--- src/rtl/ann_unload_pkg.sv ---
// Shared types and helpers for the best-index readout sequencer.
package ann_unload_pkg;

    typedef enum logic {
        ORDER_BLOCKED = 1'b0,
        ORDER_RASTER  = 1'b1
    } order_mode_e;

    typedef logic [1:0] state_t;

    localparam state_t IDLE  = 2'd0;
    localparam state_t RUN   = 2'd1;
    localparam state_t DRAIN = 2'd2;

    // A partition row may not divide evenly into blocks; the trailing block is narrower.
    function automatic int calc_last_block_width(input int pw, input int blocking);
        int nb;
        nb = (pw + blocking - 1) / blocking;
        return pw - (nb - 1) * blocking;
    endfunction

endpackage

--- src/rtl/best_arr_unloader_if.sv ---
// Memory read port plus output FIFO push port of the readout sequencer.
interface best_arr_unloader_if #(
    parameter int DATA_WIDTH = 11,
    parameter int ADDR_WIDTH = 9
);
    logic                  mem_ren;
    logic [ADDR_WIDTH-1:0] mem_raddr;
    logic [DATA_WIDTH-1:0] mem_rdata;
    logic                  out_fifo_wenq;
    logic [DATA_WIDTH-1:0] out_fifo_wdata;
    logic                  out_fifo_wfull_n;

    modport master (
        output mem_ren, mem_raddr, out_fifo_wenq, out_fifo_wdata,
        input  mem_rdata, out_fifo_wfull_n
    );

    modport slave (
        input  mem_ren, mem_raddr, out_fifo_wenq, out_fifo_wdata,
        output mem_rdata, out_fifo_wfull_n
    );
endinterface

--- src/rtl/unload_skid_fifo.sv ---
// Small synchronous FIFO holding returned read data; head is combinational, zero latency.
// Caller guarantees no overflow/underflow; write and read may coincide at any occupancy.
module unload_skid_fifo #(
    parameter int DATA_WIDTH = 11,
    parameter int DEPTH      = 2,
    localparam int PTR_W     = (DEPTH > 1) ? $clog2(DEPTH) : 1,
    localparam int CNT_W     = $clog2(DEPTH + 1)
) (
    input  logic                  clk,
    input  logic                  rst,
    input  logic                  wr,
    input  logic [DATA_WIDTH-1:0] wdata,
    input  logic                  rd,
    output logic [DATA_WIDTH-1:0] head,
    output logic [CNT_W-1:0]      count
);
    logic [DATA_WIDTH-1:0] mem [DEPTH];
    logic [PTR_W-1:0]      wptr;
    logic [PTR_W-1:0]      rptr;

    function automatic logic [PTR_W-1:0] ptr_next(input logic [PTR_W-1:0] p);
        return (p == PTR_W'(DEPTH - 1)) ? '0 : p + 1'b1;
    endfunction

    assign head = mem[rptr];

    always_ff @(posedge clk) begin
        if (rst) begin
            wptr  <= '0;
            rptr  <= '0;
            count <= '0;
            for (int i = 0; i < DEPTH; i++) mem[i] <= '0;
        end else begin
            if (wr) begin
                mem[wptr] <= wdata;
                wptr      <= ptr_next(wptr);
            end
            if (rd) rptr <= ptr_next(rptr);
            case ({wr, rd})
                2'b10:   count <= count + 1'b1;
                2'b01:   count <= count - 1'b1;
                default: count <= count;
            endcase
        end
    end
endmodule

--- src/rtl/best_arr_unloader.sv ---
// Walks the best-index memory in blocked or raster order and pushes one index per query.
// First push RD_LATENCY+1 cycles after start; reads are credit-limited so FIFO stalls never drop data.
module best_arr_unloader
    import ann_unload_pkg::*;
#(
    parameter int DATA_WIDTH = 11,
    parameter int ROW_SIZE   = 26,
    parameter int COL_SIZE   = 19,
    parameter int NUM_PARTS  = 2,
    parameter int BLOCKING   = 4,
    parameter int RD_LATENCY = 1,
    parameter int NUM_QUERYS = ROW_SIZE * COL_SIZE,
    parameter int ADDR_WIDTH = $clog2(NUM_QUERYS)
) (
    input  logic wb_clk_i,
    input  logic wb_rst_i,
    input  logic start,
    input  logic order_mode,
    output logic busy,
    output logic done,
    best_arr_unloader_if.master bus
);
    localparam int PW         = ROW_SIZE / NUM_PARTS;
    localparam int NB         = (PW + BLOCKING - 1) / BLOCKING;
    localparam int LW         = calc_last_block_width(PW, BLOCKING);
    localparam int SKID_DEPTH = RD_LATENCY + 1;
    localparam int CNT_W      = $clog2(SKID_DEPTH + 1);

    generate
        if (ROW_SIZE % NUM_PARTS != 0) begin : g_bad_parts
            $error("ROW_SIZE must be a multiple of NUM_PARTS");
        end
        if (RD_LATENCY < 1) begin : g_bad_latency
            $error("RD_LATENCY must be at least 1");
        end
    endgenerate

    state_t                state;
    order_mode_e           order_q;
    logic [ADDR_WIDTH-1:0] rd_cnt;
    logic [ADDR_WIDTH-1:0] px_cnt;
    logic [ADDR_WIDTH-1:0] x_cnt;
    logic [ADDR_WIDTH-1:0] y_cnt;
    logic [ADDR_WIDTH-1:0] xi_cnt;
    logic [ADDR_WIDTH-1:0] blk_addr;
    logic [ADDR_WIDTH-1:0] blk_w_m1;
    logic [RD_LATENCY-1:0] rd_vld;
    logic [CNT_W-1:0]      skid_cnt;
    logic [DATA_WIDTH-1:0] skid_head;
    logic                  push;
    logic                  last_blk;
    int                    occ;

    // A word popped this cycle frees its slot in time for a read issued now, keeping 1 word/cycle.
    always_comb begin
        push     = (skid_cnt != '0) && bus.out_fifo_wfull_n;
        occ      = int'(skid_cnt) + $countones(rd_vld) - int'(push);
        last_blk = (x_cnt == ADDR_WIDTH'(NB - 1));
        blk_w_m1 = last_blk ? ADDR_WIDTH'(LW - 1) : ADDR_WIDTH'(BLOCKING - 1);
        blk_addr = ADDR_WIDTH'(int'(px_cnt) * PW + int'(y_cnt) * ROW_SIZE
                             + int'(x_cnt) * BLOCKING + int'(xi_cnt));
    end

    assign bus.mem_ren        = (state == RUN) && (occ < SKID_DEPTH);
    assign bus.mem_raddr      = (order_q == ORDER_RASTER) ? rd_cnt : blk_addr;
    assign bus.out_fifo_wenq  = push;
    assign bus.out_fifo_wdata = skid_head;
    assign busy               = (state != IDLE);

    unload_skid_fifo #(
        .DATA_WIDTH (DATA_WIDTH),
        .DEPTH      (SKID_DEPTH)
    ) u_skid (
        .clk   (wb_clk_i),
        .rst   (wb_rst_i),
        .wr    (rd_vld[RD_LATENCY-1]),
        .wdata (bus.mem_rdata),
        .rd    (push),
        .head  (skid_head),
        .count (skid_cnt)
    );

    always_ff @(posedge wb_clk_i) begin
        if (wb_rst_i) begin
            state   <= IDLE;
            order_q <= ORDER_BLOCKED;
            rd_cnt  <= '0;
            px_cnt  <= '0;
            x_cnt   <= '0;
            y_cnt   <= '0;
            xi_cnt  <= '0;
            rd_vld  <= '0;
            done    <= 1'b0;
        end else begin
            done   <= 1'b0;
            rd_vld <= (rd_vld << 1) | RD_LATENCY'(bus.mem_ren);
            case (state)
                IDLE: begin
                    if (start) begin
                        order_q <= order_mode_e'(order_mode);
                        rd_cnt  <= '0;
                        px_cnt  <= '0;
                        x_cnt   <= '0;
                        y_cnt   <= '0;
                        xi_cnt  <= '0;
                        state   <= RUN;
                    end
                end
                RUN: begin
                    if (bus.mem_ren) begin
                        rd_cnt <= rd_cnt + 1'b1;
                        if (xi_cnt == blk_w_m1) begin
                            xi_cnt <= '0;
                            if (y_cnt == ADDR_WIDTH'(COL_SIZE - 1)) begin
                                y_cnt <= '0;
                                if (last_blk) begin
                                    x_cnt  <= '0;
                                    px_cnt <= px_cnt + 1'b1;
                                end else begin
                                    x_cnt <= x_cnt + 1'b1;
                                end
                            end else begin
                                y_cnt <= y_cnt + 1'b1;
                            end
                        end else begin
                            xi_cnt <= xi_cnt + 1'b1;
                        end
                        if (rd_cnt == ADDR_WIDTH'(NUM_QUERYS - 1)) state <= DRAIN;
                    end
                end
                DRAIN: begin
                    // Leaving on the final pop makes done land on the cycle right after it.
                    if (push && skid_cnt == CNT_W'(1) && rd_vld == '0) begin
                        state <= IDLE;
                        done  <= 1'b1;
                    end
                end
                default: state <= IDLE;
            endcase
        end
    end
endmodule

--- src/flat_wrapper.sv ---
// flat-port wrapper written by rule: the top's interface ports become plain ports
module best_arr_unloader_flat import ann_unload_pkg::*;
#(
    parameter int DATA_WIDTH = 11,
    parameter int ROW_SIZE   = 26,
    parameter int COL_SIZE   = 19,
    parameter int NUM_PARTS  = 2,
    parameter int BLOCKING   = 4,
    parameter int RD_LATENCY = 1,
    parameter int NUM_QUERYS = ROW_SIZE * COL_SIZE,
    parameter int ADDR_WIDTH = $clog2(NUM_QUERYS)
)
  (wb_clk_i, wb_rst_i, start, order_mode, busy, done, bus_mem_ren, bus_mem_raddr, bus_out_fifo_wenq, bus_out_fifo_wdata, bus_mem_rdata, bus_out_fifo_wfull_n);
  best_arr_unloader_if #(.DATA_WIDTH(DATA_WIDTH), .ADDR_WIDTH(ADDR_WIDTH)) bus_i ();
  input  logic wb_clk_i;
  input  logic wb_rst_i;
  input  logic start;
  input  logic order_mode;
  output logic busy;
  output logic done;
  output wire logic [$bits(bus_i.mem_ren)-1:0] bus_mem_ren;
  output wire logic [$bits(bus_i.mem_raddr)-1:0] bus_mem_raddr;
  output wire logic [$bits(bus_i.out_fifo_wenq)-1:0] bus_out_fifo_wenq;
  output wire logic [$bits(bus_i.out_fifo_wdata)-1:0] bus_out_fifo_wdata;
  input wire logic [$bits(bus_i.mem_rdata)-1:0] bus_mem_rdata;
  input wire logic [$bits(bus_i.out_fifo_wfull_n)-1:0] bus_out_fifo_wfull_n;
  assign bus_mem_ren = bus_i.mem_ren;
  assign bus_mem_raddr = bus_i.mem_raddr;
  assign bus_out_fifo_wenq = bus_i.out_fifo_wenq;
  assign bus_out_fifo_wdata = bus_i.out_fifo_wdata;
  assign bus_i.mem_rdata = bus_mem_rdata;
  assign bus_i.out_fifo_wfull_n = bus_out_fifo_wfull_n;
  best_arr_unloader #(.DATA_WIDTH(DATA_WIDTH), .ROW_SIZE(ROW_SIZE), .COL_SIZE(COL_SIZE), .NUM_PARTS(NUM_PARTS), .BLOCKING(BLOCKING), .RD_LATENCY(RD_LATENCY), .NUM_QUERYS(NUM_QUERYS), .ADDR_WIDTH(ADDR_WIDTH)) u_core (.wb_clk_i(wb_clk_i), .wb_rst_i(wb_rst_i), .start(start), .order_mode(order_mode), .busy(busy), .done(done), .bus(bus_i));
endmodule
--- config.mk ---
export PLATFORM = sky130hd
export DESIGN_NAME = best_arr_unloader_flat
export DESIGN_NICKNAME = d
export VERILOG_FILES = /design/src/rtl/ann_unload_pkg.sv /design/src/rtl/best_arr_unloader_if.sv /design/src/rtl/unload_skid_fifo.sv /design/src/rtl/best_arr_unloader.sv /design/src/flat_wrapper.sv
export SDC_FILE = /design/constraint.sdc
export NUM_CORES = 1
export LEC_CHECK = 0
export CORE_MARGIN = 4
export CORE_UTILIZATION = 35
export CTS_BUF_LIST = sky130_fd_sc_hd__clkbuf_8
export DETAILED_ROUTE_END_ITERATION = 8
export PLACE_DENSITY = 0.59
export REMOVE_ABC_BUFFERS = 1
export SLEW_MARGIN = 0
export SYNTH_ARGS = -nofsm -noshare
export SYNTH_HDL_FRONTEND = slang
export SYNTH_SLANG_ARGS = --single-unit
--- constraint.sdc ---
create_clock -name wb_clk_i -period 7.5 [get_ports wb_clk_i]
set_clock_uncertainty 0.1 [all_clocks]
set_input_delay 2.25 -clock wb_clk_i [delete_from_list [all_inputs] [get_ports wb_clk_i]]
set_output_delay 2.25 -clock wb_clk_i [all_outputs]
set_load 0.1 [all_outputs]
==> Word-level counts from Yosys, hierarchy flattened <==
Memory sizes are Yosys's and may differ from the RTL's. A register that Yosys moved wholly into a read port is not among the register bits.
Index checks and enable logic that the tools add are counted.
{ "word_totals": {"output_inout_bits": 24, "input_bits": 16, "mem_bits_rw": 22, "ff_bits": 54, "romBits": 0, "latchBits": 0, "memories": 1, "word_cells": 106} }
{ "mem_list": {"columns": ["memory", "depth", "word_bits", "rd", "rd_clocked_by_memory_dff", "wr", "line_no", "text"], "rows": [
  ["u_core.u_skid.mem", 2, 11, 1, 1, 2, "unload_skid_fifo.sv:17", "logic [DATA_WIDTH-1:0] mem [DEPTH];"]
]} }
{ "classes": {"multipliers": 2, "n_mux": 41, "n_shift": 0, "n_eq_ne": 16, "reduce_logical": 17, "n_addsub": 14, "n_div": 0, "bitwise_logic": 2, "n_lt_le_gt_ge": 1} }
{ "op_table": {"columns": ["op", "n"], "rows": [
  ["9-bit 2-to-1 mux", 16],
  ["9-bit one-hot mux with 2 select lines", 5],
  ["9-bit by 1-bit adder with 9-bit output, second input constant", 5],
  ["32-bit by 3-bit < comparator with 1-bit output, second input constant", 1],
  ["32-bit by 2-bit subtractor with 32-bit output", 1],
  ["9-bit adder", 3],
  ["1-bit 2-to-1 mux", 12],
  ["11-bit 2-to-1 mux", 1],
  ["11-bit OR reduction", 1],
  ["2-bit 2-to-1 mux", 5],
  ["2-bit != test, second input constant", 5],
  ["9-bit by 2-bit == test with 1-bit output, second input constant", 1],
  ["9-bit by 5-bit == test with 1-bit output, second input constant", 1],
  ["9-bit == test", 1],
  ["9-bit == test, second input constant", 1],
  ["9-bit by 4-bit multiplier with 8-bit output, second input constant", 1],
  ["9-bit by 4-bit multiplier with 9-bit output, second input constant", 1],
  ["4-bit AND reduction", 2],
  ["2-bit nonzero test", 4],
  ["2-bit by 1-bit == test with 1-bit output, second input constant", 3],
  ["2-bit one-hot mux with 3 select lines", 1],
  ["6-bit AND reduction", 1],
  ["5-bit AND reduction", 1],
  ["2-bit == test, second input constant", 2],
  ["other kinds (12)", 18]
]} }

==> Logic depth before layout (Yosys ltp) <==
{ "depth": {"word_depth": 7, "depth_mapped": 21, "depth_no_buf": 21} }

==> Hierarchy <==
From an unflattened synthesis, not the netlist that was laid out.
{ "hier_totals": {"cells_unflattened": 544, "hier_area_um2": 5161.2} }
{ "by_module_without_submodules": {"columns": ["mod", "seq_area_each_um2", "n_inst", "area_per_inst_um2", "cells_per_inst"], "rows": [
  ["best_arr_unloader", 1001.0, 1, 4001.3, 451],
  ["unload_skid_fifo", 760.7, 1, 1159.9, 93]
]} }

==> Worst setup path before layout <==
Ideal clock, no wire load.
{ "synth_timing": {"path_type": "reg2out", "startpoint": "reg u_core.y_cnt[0]", "endpoint": "out bus_mem_raddr[8]", "stages_incl_launch_ff": 22, "arrival_time_ns": 7.025, "n_path_buf": 0, "setup_slack_ns": -1.875, "t_required_ns": 5.150, "path_cell_list": "dfxtp_1 > ha_1 > inv_1 > fa_1 > inv_1 > ha_1 > a21o_1 > a21oi_1 > xor2_1 > fa_1 > inv_1 > fa_1 > inv_1 > fa_1 > inv_1 > fa_1 > xnor2_1 > xnor2_1 > xnor2_1 > xnor3_1 > xnor2_1 > o21ai_0"} }
{ "synth_via": {"elab_chain_len": 5} }
{ "synth_lines": {"columns": ["item", "line_no", "text"], "rows": [
  ["start: declaration", "best_arr_unloader.sv:43", "logic [ADDR_WIDTH-1:0] y_cnt;"],
  ["start signal: assignment", "best_arr_unloader.sv:123", "y_cnt <= y_cnt + 1'b1;"],
  ["9-bit by 4-bit multiplier with 8-bit output", "best_arr_unloader.sv:60", "blk_addr = ADDR_WIDTH'(int'(px_cnt) * PW + int'(y_cnt) * ROW_SIZE"],
  ["9-bit adder", "best_arr_unloader.sv:60", null],
  ["9-bit adder (2 in series)", "best_arr_unloader.sv:61", "+ int'(x_cnt) * BLOCKING + int'(xi_cnt));"],
  ["9-bit 2-to-1 mux", "best_arr_unloader.sv:65", "assign bus.mem_raddr = (order_q == ORDER_RASTER) ? rd_cnt : blk_addr;"],
  ["end: declaration", "flat_wrapper.sv:22", "output wire logic [$bits(bus_i.mem_raddr)-1:0] bus_mem_raddr;"]
]} }
Every way passes these cells.

==> Worst setup path in the final report <==
{ "layout_timing": {"startpoint": "reg u_core.y_cnt[2]", "endpoint": "out bus_mem_raddr[8]"} }
Same word-level chain as after synthesis.

==> summary.md <==
| Metric | Value |
|---|---|
| Ys Warns | 0 |
| Drt first pass iters | 4 |
| All-layer global routing usage | roughly 15% |
| Final setup margin | -316 ps |
| CP required | a little over 5000 ps |
| Finished Core Util | between 40% and 50% |
| Drt wl/cell | ~15 um |
| Worst path cell trace | ha_4, inv_2, fa_1, inv_1, ha_1, a21o_1, a21oi_2, xor2_1, fa_1, inv_1, fa_1, inv_2, fa_1, inv_1, fa_2, xnor2_2, xnor2_1, xnor2_1, xnor3_1, xnor2_1, o21ai_2, buf_12 |
| Most common cell after layout, fill and taps aside | inv_1 |
| DRT iter0 DRCs | 130 |
| Register area share after synthesis | between 30% and 40% |
| Clock sink total | between 70 and 80 |
| Failing checks | negative setup slack |
| H-tree depth | 3 |
| Num CTS Buffers | 9 |
| Mapped Cells | around 540 |
| Unique masters post-synth | 46 |
| Final hold vios | 0 |
| Synthesized area | about 5000 um^2 |
| Crit-path slowest cell | fa_1 |
| GP Congestion | between 0.8 and 0.9 |
| Detail Route Antenna Nets | 0 |
| Slowest stage delay, CP | between 500 and 600 ps |
| Initial Utilization | a little over a third |
| First-pass GRT wire length | 19.3 mm |
| CTS Buffer Depth | 2 |
| Num rows | 43 |
| Fill count | about 1400 |
| Root buf cell | clkbuf_8 |
| RR Startpoint | u_core.u_skid.count[0] |
| Avg Cell Area, Syn | ~9.5 um^2 |
| HPWL Detailed | about 8.5 mm |
| Hold wc startpoint | u_core.x_cnt[8] |
| Worst-Margin Slew | ~1200 ps |
| Worst Reg-to-Reg Cells | 11 |
| Tcrit/Tclk final | 104% |
| Final setup viols | 4 |
| Startpoint Class | flip-flop |
| Clk pin slew, worst setup/hold paths | roughly 90 ps |
| Initial antenna violation count | 0 |
| Largest net degree at the start of global routing | 27 |
| Share of cells above drive strength 1 | between 10% and 20% |
| Die X | ~130 um |
| Die Y | 129 um |
| Vias in the first global route | a little under 4000 |
| Setup WS pre-CTS | -290 ps |
| WL final | about 11 mm |
| # IOs | 40 |
| Status | finished with violations |
| Overflow after GRT | 0 |
| Hold Path Class | reg -> reg |
| Most frequent cells in the layout | inv_1 (70), dfxtp_1 (51), nor2_1 (44) |
| Worst-skew pair later-pin latency | between 300 and 400 ps |
| Crit end category | output port |
| Minimum clock period | 7820 ps |
| Max_slew headroom | 21.6% |
| Max IR drop VDD | between 0.0001 and 0.00015 V |
| Post-synthesis register bit count | 77 |
| Max-Cap Viols | 0 |
| ANT cells | 0 |
| DRC violations left | 0 |
| Reg area | 1770 um^2 |
| Final Slew Violations | 0 |
| Die Area | 16600 um^2 |
| Buf/Inv on CP | 6 |
| FMAX | approximately 0.13 GHz |
| Min-Delay Endpoint | u_core.x_cnt[8] |
| Fin Setup TNS | -669 ps |
| Power Dens Cells | roughly 240 nW/um^2 |
| Worst path top cell family by delay | adder cells |
| Max FO, Critical Path | 2 |
| Reg2Reg Setup Slack | approximately 4000 ps |
| Crit path kind | reg -> out |
| CP Data Arrival Time | 5470 ps |
| CP dominant cell by count | fa_1 |
| Hold Crit Depth | 2 |
| # port buffers | 39 |
| Static leakage | between 2 and 3 nW |
| Routed via count | 3844 |
| Multi-input gate area | 3130 um^2 |
| RSZ-0062 raised after global routing | true |
| Mean number of vias per cell | 4.92 |
| CP startpoint | u_core.y_cnt[2] |
| Hold WS | about 410 ps |
| Final #Nets | 684 |
| CTS tree | built |
| P&R area growth vs syn | 22.2% |
| Core area | roughly 14000 um^2 |
| FF-to-FF End | u_core.x_cnt[8] |
[sequential cells by signal, summed over array words and instances, names as in the netlist, 2 cells and up, named ones only]
register / count
u_core.px_cnt: 9
u_core.rd_cnt: 9
u_core.state: 2
u_core.u_skid.count: 2
u_core.u_skid.mem: 22
u_core.x_cnt: 9
u_core.xi_cnt: 9
u_core.y_cnt: 9
[routing by layer]
| layer | part of all wire, % | vias to the layer above | routed length, um | GRT usage [%] |
|---|---|---|---|---|
| met5 | 0 | - | 0 | 0 |
| met4 | 1.4 | 0 | 159 | 4.26 |
| met3 | 3.3 | 12 | 370 | 2.78 |
| met2 | 48 | 50 | 5480 | 24.2 |
| met1 | 47 | 1876 | 5370 | 19.2 |
| li1 | - | 1906 | - | - |
[cells in the mapped netlist, drive strengths merged]
| cell type | instances | area share [%] |
|---|---|---|
| o21ai | 21 | 2.2 |
| and4b | 1 | 0.20 |
| dfxtp | 55 | 22 |
| a21o | 5 | 0.74 |
| a21oi | 31 | 3.0 |
| nand4 | 19 | 2.3 |
| o211ai | 2 | 0.39 |
| mux2 | 15 | 3.3 |
| or4 | 4 | 0.59 |
| xnor2 | 25 | 4.3 |
| nand3 | 13 | 1.3 |
| xor2 | 21 | 3.6 |
| a311oi | 1 | 0.51 |
| o22a | 1 | 0.17 |
| or2 | 2 | 0.24 |
| and2 | 24 | 2.9 |
| nor2 | 44 | 3.2 |
| xnor3 | 1 | 0.44 |
| o21bai | 1 | 0.15 |
| nor3b | 2 | 0.39 |
| nor4 | 2 | 0.37 |
| fa | 28 | 11 |
| clkbuf | 12 | 0.88 |
| and3 | 5 | 0.61 |
| or3 | 12 | 1.5 |
| nand2b | 3 | 0.37 |
| edfxtp | 22 | 13 |
| nand2 | 26 | 1.9 |
| nor4b | 2 | 0.47 |
| a211oi | 1 | 0.15 |
| a2111o | 1 | 0.22 |
| buf | 5 | 0.47 |
| nor2b | 1 | 0.12 |
| a31oi | 1 | 0.12 |
| nor3 | 4 | 0.39 |
| inv | 76 | 5.6 |
| mux2i | 2 | 0.39 |
| ha | 43 | 11 |
| o31ai | 3 | 0.44 |
[power by group]
group	internal (mW)	switching, mW	leakage (nW)	total [mW]
sequential	0.461	0.0403	0.675	0.502
combinational	0.193	0.448	1.74	0.641
clock	0.156	0.171	0.102	0.327
[repair_timing]
action                                  in CTS  in global routing
endpoints found under the setup margin       4                  4
hold buffers                                 0                  0
pin swaps                                   30                  4
resized for setup                           29                  3
setup buffers                                2                  0
[per-stage QoR]
stage | area, um^2 | std cells | total power [mW]
floorplan | 5040 | 520 | 0.980
detailed placement | 5890 | 765 | 1.15
CTS | 6220 | 782 | 1.49
finish | 6240 | 782 | 1.47
global route | 6240 | 782 | 1.55
global placement | 5890 | 765 | 1.13
[worst max-delay path by stage]
stage / slack [ps] / depth (start not counted) / endpoint
2_1_floorplan: -1870 / 21 / bus_mem_raddr[8]
3_3_place_gp: -240 / 23 / bus_mem_raddr[8]
3_5_place_dp: -290 / 23 / bus_mem_raddr[8]
4_1_cts: -360 / 22 / bus_mem_raddr[8]
5_1_grt: -640 / 22 / bus_mem_raddr[8]
6_report: -320 / 22 / bus_mem_raddr[8]
[cell families (layout without fill, tap and decap cells)]
group | after synthesis | count (layout) | share of synthesized area, %
buffers and inverters | 93 | 158 | 6.93
muxes | 17 | 17 | 3.70
xor gates and xnor gates | 47 | 47 | 8.33
AOI/OAI and AO/OA | 68 | 68 | 8.13
DFF | 77 | 77 | 34.5
adders and majority gates | 71 | 71 | 21.5
and+or+nand+nor | 164 | 164 | 16.9
[layout make-up]
cell class / instances / area share, %
Clock buffer: 9 / 1.98
Clock inverter: 7 / 1.18
Timing Repair Buffer: 66 / 10.2
Tap cell: 180 / 3.61
Multi-Input combinational cell: 367 / 50.1
Sequential cell: 77 / 28.3
Inverter: 76 / 4.57
[tightest hold or removal path, stage by stage, from the launching register on]
cell	delay, ps
dfxtp_1	340
o31ai_1	70
a21oi_1	60
Power figures use the tool's default switching activity.
